**src/rtl/pipe_pkg.sv**
```systemverilog
// Shared definitions for the generic inter-stage register: state encoding
// and the bubble (NOP) payload for each pipeline boundary.
package pipe_pkg;

  typedef enum logic [1:0] {
    PIPE_EMPTY = 2'd0,
    PIPE_FULL  = 2'd1,
    PIPE_SKID  = 2'd2
  } pipe_state_e;

  localparam logic [7:0]  EXE_NOP_OP   = 8'b0000_0000;
  localparam logic [2:0]  EXE_RES_NOP  = 3'b000;
  localparam logic [31:0] ZeroWord     = 32'h0000_0000;
  localparam logic [4:0]  NOPRegAddr   = 5'b00000;
  localparam logic        WriteDisable = 1'b0;

  // {pc, inst}
  localparam int          IFID_W   = 64;
  localparam logic [63:0] IFID_NOP = {ZeroWord, ZeroWord};

  // {aluop, alusel, reg1, reg2, wd, wreg}
  localparam int          IDEX_W   = 81;
  localparam logic [80:0] IDEX_NOP = {EXE_NOP_OP, EXE_RES_NOP, ZeroWord, ZeroWord,
                                      NOPRegAddr, WriteDisable};

  // {wd, wreg, wdata}
  localparam int          EXMEM_W   = 38;
  localparam logic [37:0] EXMEM_NOP = {NOPRegAddr, WriteDisable, ZeroWord};
  localparam int          MEMWB_W   = 38;
  localparam logic [37:0] MEMWB_NOP = {NOPRegAddr, WriteDisable, ZeroWord};

endpackage

```
**src/rtl/pipe_stage_reg_sat_counter.sv**
```systemverilog
// Saturating up-counter; holds at all-ones, cleared only by reset.
module sat_counter #(
  parameter int W = 16
) (
  input  logic         clk,
  input  logic         rst,
  input  logic         inc,
  output logic [W-1:0] count
);

  logic [W-1:0] count_q;
  logic [W-1:0] count_d;

  always_comb begin
    count_d = count_q;
    if (inc && (count_q != {W{1'b1}})) begin
      count_d = count_q + 1'b1;
    end
  end

  always_ff @(posedge clk) begin
    if (rst) begin
      count_q <= '0;
    end else begin
      count_q <= count_d;
    end
  end

  assign count = count_q;

endmodule

```
**src/rtl/pipe_stage_reg.sv**
```systemverilog
// Generic pipeline stage register with valid/ready handshake, optional
// two-entry skid buffer, flush and NOP-bubble output.
module pipe_stage_reg
  import pipe_pkg::*;
#(
  parameter int               WIDTH     = 32,
  parameter logic [WIDTH-1:0] NOP_VALUE = {WIDTH{1'b0}},
  parameter bit               SKID      = 1'b1,
  parameter int               CNT_W     = 16
) (
  input  logic             clk,
  input  logic             rst,
  input  logic             flush,
  input  logic             in_valid,
  output logic             in_ready,
  input  logic [WIDTH-1:0] in_data,
  output logic             out_valid,
  input  logic             out_ready,
  output logic [WIDTH-1:0] out_data,
  output logic [CNT_W-1:0] stall_cnt
);

  sat_counter #(.W(CNT_W)) u_stall_cnt (
    .clk   (clk),
    .rst   (rst),
    .inc   (out_valid && !out_ready),
    .count (stall_cnt)
  );

  generate
    if (SKID) begin : g_skid
      pipe_state_e      state_q, state_d;
      logic [WIDTH-1:0] main_q, main_d;
      logic [WIDTH-1:0] skid_q, skid_d;
      logic             in_ready_q;
      logic             acc, dep;

      assign acc = in_valid && in_ready_q;
      assign dep = out_valid && out_ready;

      always_comb begin
        state_d = state_q;
        main_d  = main_q;
        skid_d  = skid_q;
        if (flush) begin
          state_d = PIPE_EMPTY;
          main_d  = NOP_VALUE;
          skid_d  = NOP_VALUE;
        end else begin
          case (state_q)
            PIPE_EMPTY: begin
              if (acc) begin
                state_d = PIPE_FULL;
                main_d  = in_data;
              end
            end
            PIPE_FULL: begin
              if (acc && dep) begin
                main_d = in_data;
              end else if (acc) begin
                state_d = PIPE_SKID;
                skid_d  = in_data;
              end else if (dep) begin
                state_d = PIPE_EMPTY;
                main_d  = NOP_VALUE;
              end
            end
            PIPE_SKID: begin
              if (dep) begin
                state_d = PIPE_FULL;
                main_d  = skid_q;
                skid_d  = NOP_VALUE;
              end
            end
            default: begin
              state_d = PIPE_EMPTY;
              main_d  = NOP_VALUE;
              skid_d  = NOP_VALUE;
            end
          endcase
        end
      end

      // Ready is registered from the next state, so out_ready never reaches in_ready.
      always_ff @(posedge clk) begin
        if (rst) begin
          state_q    <= PIPE_EMPTY;
          main_q     <= NOP_VALUE;
          skid_q     <= NOP_VALUE;
          in_ready_q <= 1'b1;
        end else begin
          state_q    <= state_d;
          main_q     <= main_d;
          skid_q     <= skid_d;
          in_ready_q <= (state_d != PIPE_SKID);
        end
      end

      assign in_ready  = in_ready_q;
      assign out_valid = (state_q != PIPE_EMPTY);
      assign out_data  = main_q;
    end else begin : g_noskid
      pipe_state_e      state_q, state_d;
      logic [WIDTH-1:0] main_q, main_d;
      logic             acc, dep;

      assign out_valid = (state_q != PIPE_EMPTY);
      assign in_ready  = !out_valid || out_ready;
      assign acc       = in_valid && in_ready;
      assign dep       = out_valid && out_ready;

      always_comb begin
        state_d = state_q;
        main_d  = main_q;
        if (flush) begin
          state_d = PIPE_EMPTY;
          main_d  = NOP_VALUE;
        end else if (acc) begin
          state_d = PIPE_FULL;
          main_d  = in_data;
        end else if (dep) begin
          state_d = PIPE_EMPTY;
          main_d  = NOP_VALUE;
        end
      end

      always_ff @(posedge clk) begin
        if (rst) begin
          state_q <= PIPE_EMPTY;
          main_q  <= NOP_VALUE;
        end else begin
          state_q <= state_d;
          main_q  <= main_d;
        end
      end

      assign out_data = main_q;
    end
  endgenerate

endmodule

```
**config.mk**
```make
export PLATFORM = sky130hd
export DESIGN_NAME = pipe_stage_reg
export DESIGN_NICKNAME = d
export VERILOG_FILES = /design/src/rtl/pipe_pkg.sv /design/src/rtl/pipe_stage_reg_sat_counter.sv /design/src/rtl/pipe_stage_reg.sv
export SDC_FILE = /design/constraint.sdc
export NUM_CORES = 1
export LEC_CHECK = 0
export CORE_ASPECT_RATIO = 0.7
export CORE_UTILIZATION = 51
export CTS_BUF_LIST = sky130_fd_sc_hd__clkbuf_16
export DETAILED_ROUTE_END_ITERATION = 16
export GPL_ROUTABILITY_DRIVEN = 0
export GPL_TIMING_DRIVEN = 0
export PLACE_DENSITY = 0.8
export SLEW_MARGIN = 20
export SYNTH_ARGS = -nofsm -noshare
export SYNTH_HDL_FRONTEND = slang
export SYNTH_SLANG_ARGS = --single-unit
```
**constraint.sdc**
```tcl
create_clock -name clk -period 2.1 [get_ports clk]
set_clock_uncertainty 0.15 [all_clocks]
set_input_delay 0.42 -clock clk [delete_from_list [all_inputs] [get_ports clk]]
set_output_delay 0.42 -clock clk [all_outputs]
set_load 0.005 [all_outputs]
```
==> reports/qor.csv, run 1 <==
metric,value,unit
total wire length,10650,um
CTS tree,built,
Synth area leaders,"dfxtp_1 (41%), mux2i_1 (8.5%), a2bb2oi_1 (7.2%)",
wire length per cell,16.34,um
vias in the first global route,3544,
final standard cell area without fillers,5376,um^2
Yosys reg bits,83,
Synth cell types,43,
Die Ht,76.26,um
Worst Path Arrival,2.09,ns
clock sinks,83,
H-tree levels,3,
CTS Root Cell,clkbuf_16,
Synth area leader,dfxtp_1,
CORE AREA,7450,um^2
IO Port Bufs,86,
Mapped Avg Cell Area,8.948,um^2
# Max-Cap Violations,0,
crit path time final,2.017,ns
largest net degree at the start of global routing,14,
number of antenna violations at the first check in global routing,0,
Yosys top cell area share,0.4136,
count of pins over their slew limit,0,
kind of end point of the critical path,flip-flop,
Synth Cell Area,4018,um^2
met1 Use GR,0.3666,
Pleak,1.956,nW
gr usage total,0.2669,
"Req. time, crit path",2.17,ns
busiest grt layer,met2,
total CTS buffers,9,
via count,3775,
Antenna diodes,0,
Peak supply drop,0.4718,mV
GRT met2 Usage,0.4064,
Hold Path Class,reg -> reg,
DRC Markers,0,
P per Cell Area,694.5,nW/um^2
Least-Margin Pin Slew,0.5977,ns
Detailed Route Iter0 Violations,205,
post-synth net total,487,
crit share post-route,0.9606,
Synth-to-Final Area Change,33.82,%
Setup Viol. Count Final,0,
met3 GRT Util,0.08041,
outcome,finished clean,
Via-to-Cell Ratio,5.790,
sequential fraction of the synthesis area,0.4136,
Placement Cell Area,5001,um^2
share of cells above drive strength 1,0.1047,
total negative setup slack,0,ns
Ys Warns,0,
num ports,87,
fmax,495.7,MHz
Max transition margin,0.6000,
wire length of the first global-routing pass,17320,um
Initial Util,0.5393,
Max clock buf depth,2,
clk_lat worst skew,0.34,ns
Clock transition at path regs,0.06,ns
Post-Syn Instances,449,
Die X,108.1,um
NumNets Final,587,
die area,8243,um^2
FP Rows,26,
Crit Path Category,reg -> reg,
1st-pass router iterations,5,
"Hold Vio Cnt, Final",0,
Startpoint Class,flip-flop,
total congestion overflow,0,
Post-DP HPWL,7208,um
worst-path fanout max,9,
Routed Antenna Nets,0,
## final timing paths
path / from / endpoint / slack [ns] / cells after the start
max: u_stall_cnt.count[1]$_SDFFE_PP0P_ / u_stall_cnt.count[0]$_SDFFE_PP0P_ / 0.08 / 6
min: out_data[27]$_SDFFE_PP0P_ / out_data[27]$_SDFFE_PP0P_ / 0.30 / 2
min reg2reg: out_data[27]$_SDFFE_PP0P_ / out_data[27]$_SDFFE_PP0P_ / 0.30 / 2
max reg2reg: u_stall_cnt.count[1]$_SDFFE_PP0P_ / u_stall_cnt.count[0]$_SDFFE_PP0P_ / 0.08 / 6
## state kept, by name, summed over array words and instances (netlist names)
| name | count |
|---|---|
| out_data | 32 |
| u_stall_cnt.count | 16 |
| in_ready | 1 |
| g_skid.state_q | 2 |
| g_skid.skid_q | 32 |
## synthesized netlist by cell type (all sizes together)
library cell  count
dfxtp            83
nor2             46
nand2            36
a2bb2oi          34
mux2i            34
and2             33
o21ai            33
a22oi            32
clkbuf           19
buf              17
nor2b            13
mux2             10
nand3             8
a21oi             6
nand2b            5
nand4             5
a211oi            4
a31oi             4
and3              4
inv               3
nor3              3
o21bai            3
or2               3
and3b             2
a2111oi           1
a311oi            1
a41oi             1
ha                1
nor4              1
o21ba             1
o22a              1
or3               1
xnor2             1
## placed cells by master (no fill, tap or decap), types with 2 or more instances in the layout
cell type        instances
a21oi_1                  5
mux2_1                   2
inv_1                    5
nand2_1                 36
a31oi_1                  4
and2_1                  33
dlygate4sd2_1            2
mux2i_1                 34
nor2b_1                 13
nand4_1                  4
and3_1                   4
dfxtp_1                 82
clkbuf_4                 2
a22oi_1                 32
clkbuf_2                 2
o21bai_1                 2
buf_2                    8
nand2b_1                 5
clkbuf_1                16
nand3_1                  8
nor2_1                  45
clkbuf_16                9
bufinv_16                2
clkdlybuf4s50_1         84
a2bb2oi_1               33
buf_4                    9
o21ai_0                 28
clkinv_2                 2
mux2_2                   8
and3b_1                  2
o21ai_1                  5
a211oi_1                 4
## layer usage
layer  wire length, um  vias to the layer above  share of wire
met4               161                        0          0.015
met2              4880                      145           0.46
met3               742                       16          0.070
met1              4869                     1811           0.46
li1                  -                     1803              -
met5                 0                        -              0
## cell type report
type,count,area [um^2]
clock buffer,9,225.2
inverter,3,11.26
tap,98,122.6
clock inverter,7,85.08
buffer,35,181.4
timing repair buffer,90,900.9
multi-input combinational,327,2187
fill,621,2073
sequential,83,1663
## per-stage QoR
stage	power [mW]	hold WS [ns]	utilization	setup WS (ns)	instances
floorplan	1.882	0.2947	-	0.2236	449
global placement	2.083	0.2911	0.6713	-0.3241	633
detailed placement	2.092	0.2984	0.6713	-0.3673	633
CTS	3.737	0.3087	0.7131	0.003811	649
global route	3.854	0.3251	0.7217	-0.005691	652
finish	3.734	0.3037	0.7217	0.08274	652
## power by group
| part | leakage, nW | internal (mW) | switching (mW) |
|---|---|---|---|
| clock network | 0.158 | 1.03 | 0.635 |
| logic | 1.13 | 0.237 | 0.203 |
| registers | 0.673 | 1.61 | 0.0194 |
| total | 1.96 | 2.88 | 0.857 |
## kinds of logic (layout without fill, tap and decap cells)
kind of cell | after synthesis | count (layout) | share of synthesized area
flip-flops | 83 | 83 | 0.4136
AND/OR/NAND/NOR | 160 | 160 | 0.2052
adder cells (fa/ha/maj) | 1 | 1 | 0.003114
AO/OA/AOI/OAI | 121 | 121 | 0.2189
XOR/XNOR | 1 | 1 | 0.002180
buffers and inverters | 39 | 144 | 0.04422
multiplexers | 44 | 44 | 0.1127
## critical path: stages (launching register included)
cell and delay, ns:
dfxtp_1 0.42, ha_2 0.26, nand4_2 0.22, nor3_4 0.26
buf_12 0.15, a21oi_2 0.08, mux2_1 0.34
## repair_timing
item | CTS | global route
hold endpoints to repair | 0 | 0
endpoints found under the setup margin | 5 | 40
setup buffers | 0 | 4
hold buffers | 0 | 0
pin swaps | 2 | 2
gates resized for setup | 3 | 16
No activity file was read; power rests on OpenSTA's default activity.
==> run 2, diff against run 1 <==
Settings changed: CORE_UTILIZATION 51 to 46, GPL_TIMING_DRIVEN 0 to unset, PLACE_DENSITY 0.8 to 0.76.
Clock period 2.1 ns to 1.7 ns, I/O delays scaled along.
==> run 2 against run 1 <==
Net effect:
- cell area is 12% higher
- die area is 11% higher
- combinational power is 41% higher
- wire length is 4.9% higher
- sequential power is 23% higher
- global-route usage is 2.1 points lower
- largest cell class unchanged
- largest power group is now registers
==> reports/qor.csv, run 2 (synthesis results as in run 1) <==
metric,value,unit,change
Via-to-Cell Ratio,5.491,,was 5.790
met1 Use GR,0.3141,,was 0.3666
H-tree levels,3,,unchanged
met3 GRT Util,0.06264,,was 0.08041
Min Hold Slack,0.3000,ns,was 0.3037 ns
Peak supply drop,0.4850,mV,was 0.4718 mV
Die Ht,80.19,um,was 76.26 um
# Max-Cap Violations,0,,unchanged
total congestion overflow,0,,unchanged
unrepaired setup endpoints after global routing,yes,,
Worst Path Arrival,1.18,ns,was 2.09 ns
P per Cell Area,753.5,nW/um^2,was 694.5 nW/um^2
fmax,599.3,MHz,
Antenna diodes,0,,unchanged
total CTS buffers,9,,unchanged
Worst Hold Depth,2,,unchanged
Setup Viol. Count Final,0,,unchanged
fin cells,704,,was 652
Detailed Route Iter0 Violations,184,,was 205
gr usage total,0.2457,,was 0.2669
Synth-to-Final Area Change,49.30,%,was 33.82%
Startpoint Class,flip-flop,,unchanged
"critical path, cell by cell",clkdlybuf4s50_1,,was ha_2 > nand4_2 > nor3_4 > buf_12 > a21oi_2 > mux2_1
"Req. time, crit path",1.21,ns,was 2.17 ns
CTS tree,built,,unchanged
number of antenna violations at the first check in global routing,0,,unchanged
Die X,113.7,um,was 108.1 um
largest net degree at the start of global routing,33,,was 14
r2r worst-path depth,6,,unchanged
FP Rows,28,,was 26
outcome,finished clean,,unchanged
busiest grt layer,met2,,unchanged
Max clock buf depth,2,,unchanged
Routed Antenna Nets,0,,unchanged
clock sinks,83,,unchanged
Hold Path Class,reg -> reg,,unchanged
CTS Root Cell,clkbuf_16,,unchanged
kind of end point of the critical path,output pin,,was flip-flop
Post-DP HPWL,7293,um,was 7208 um
clk_lat worst skew,0.34,ns,about the same
1st-pass router iterations,5,,unchanged
CORE AREA,8478,um^2,was 7450 um^2
CP max stage delay,0.50,ns,was 0.42 ns
IO Port Bufs,86,,unchanged
slowest cell on the critical path,clkdlybuf4s50_1,,was dfxtp_1
Clock transition at path regs,0.06,ns,about the same
WP depth,1,,was 6
total negative setup slack,0,ns,unchanged
DRC Markers,0,,unchanged
Post-CTS Hold Buffers,0,,unchanged
Least-Margin Pin Slew,0.3046,ns,was 0.5977 ns
crit share post-route,0.9815,,
total wire length,11170,um,was 10650 um
most frequent cells in the layout,"dfxtp_1 (66), clkdlybuf4s50_1 (53), buf_4 (47)",,"was clkdlybuf4s50_1 (84), dfxtp_1 (82), nor2_1 (45)"
count of pins over their slew limit,0,,unchanged
Crit Path Category,reg -> out,,was reg -> reg
Initial Util,0.4739,,was 0.5393
"Buf+Inv Stages, Crit Path",1,,unchanged
"Hold Vio Cnt, Final",0,,unchanged
die area,9118,um^2,was 8243 um^2
vias in the first global route,3653,,was 3544
wire length per cell,15.87,um,was 16.34 um
GRT met2 Usage,0.4085,,was 0.4064
crit path time final,1.669,ns,
placed cell count,676,,was 633
Max transition margin,0.7964,,was 0.6000
Worst R2R Setup Slack,0.04,ns,was 0.08 ns
share of cells above drive strength 1,0.2380,,was 0.1047
"commonest non-fill, non-tap cell in the layout",dfxtp_1,,was clkdlybuf4s50_1
NumNets Final,617,,was 587
Pleak,2.507,nW,was 1.956 nW
wire length of the first global-routing pass,17680,um,was 17320 um
power consumption,4.520,mW,was 3.734 mW
worst-path fanout max,2,,was 9
num ports,87,,unchanged
via count,3866,,was 3775
Crit path max-delay family,buffers and inverters,,was simple AND/OR/NAND/NOR gates
run 2: cell count changes in the layout (fill, tap and decap cells not counted), sizes merged:
| cell | before | now |
|---|---|---|
| buf | 19 | 68 |
| bufinv | 2 | 1 |
| clkbuf | 29 | 11 |
| clkdlybuf4s15 | 0 | 1 |
| clkdlybuf4s50 | 84 | 53 |
| clkinvlp | 1 | 2 |
| dlygate4sd2 | 2 | 17 |
| dlymetal6s2s | 0 | 14 |
run 2: cell type report:
cell class,count,area [um^2]
clock buffers,9,225.2
clock inverters,7,61.31
fillers,672,2480
inverters,3,11.26
multi-input cells,327,2337
flip-flops and latches,83,1693
well taps,120,150.1
repair buffers,155,1520
run 2: per-stage QoR:
| stage | instance area [um^2] | utilization | worst slack (ns) |
|---|---|---|---|
| after global routing | 5998 | 0.7075 | -0.02572 |
| after detailed placement | 5389 | 0.6356 | -0.4864 |
| after CTS | 5758 | 0.6792 | -0.04878 |
| after floorplan | 4049 | - | 0.0003825 |
| final | 5998 | 0.7075 | 0.03141 |
| after global placement | 5389 | 0.6356 | -0.4692 |
run 2: timing repair:
item / 4_1_cts / 5_1_grt
pin swaps: 4 / 7
gates cloned: 0 / 4
endpoints found under the setup margin: 64 / 57
resized for setup: 51 / 55
buffers inserted: 5 / 4
run 2: power breakdown:
part / total (mW) / switching [mW] / leakage (nW) / internal [mW]
Combinational: 0.620 / 0.270 / 1.68 / 0.350
Sequential: 2.01 / 0.0266 / 0.681 / 1.99
Clock: 1.89 / 0.768 / 0.141 / 1.12
Total: 4.52 / 1.06 / 2.51 / 3.46
run 2: final timing paths:
kind | to | startpoint
setup / recovery | out_data[19] | out_data[19]$_SDFFE_PP0P_
setup reg to reg | u_stall_cnt.count[9]$_SDFFE_PP0P_ | u_stall_cnt.count[0]$_SDFFE_PP0P_
hold / removal | out_data[0]$_SDFFE_PP0P_ | out_data[0]$_SDFFE_PP0P_
hold reg to reg | out_data[0]$_SDFFE_PP0P_ | out_data[0]$_SDFFE_PP0P_
run 2: metal layers:
| layer | wire, um | up-vias |
|---|---|---|
| met4 | 121 | 0 |
| li1 | - | 1875 |
| met1 | 5084 | 1831 |
| met2 | 5255 | 144 |
| met5 | 0 | - |
| met3 | 710 | 16 |
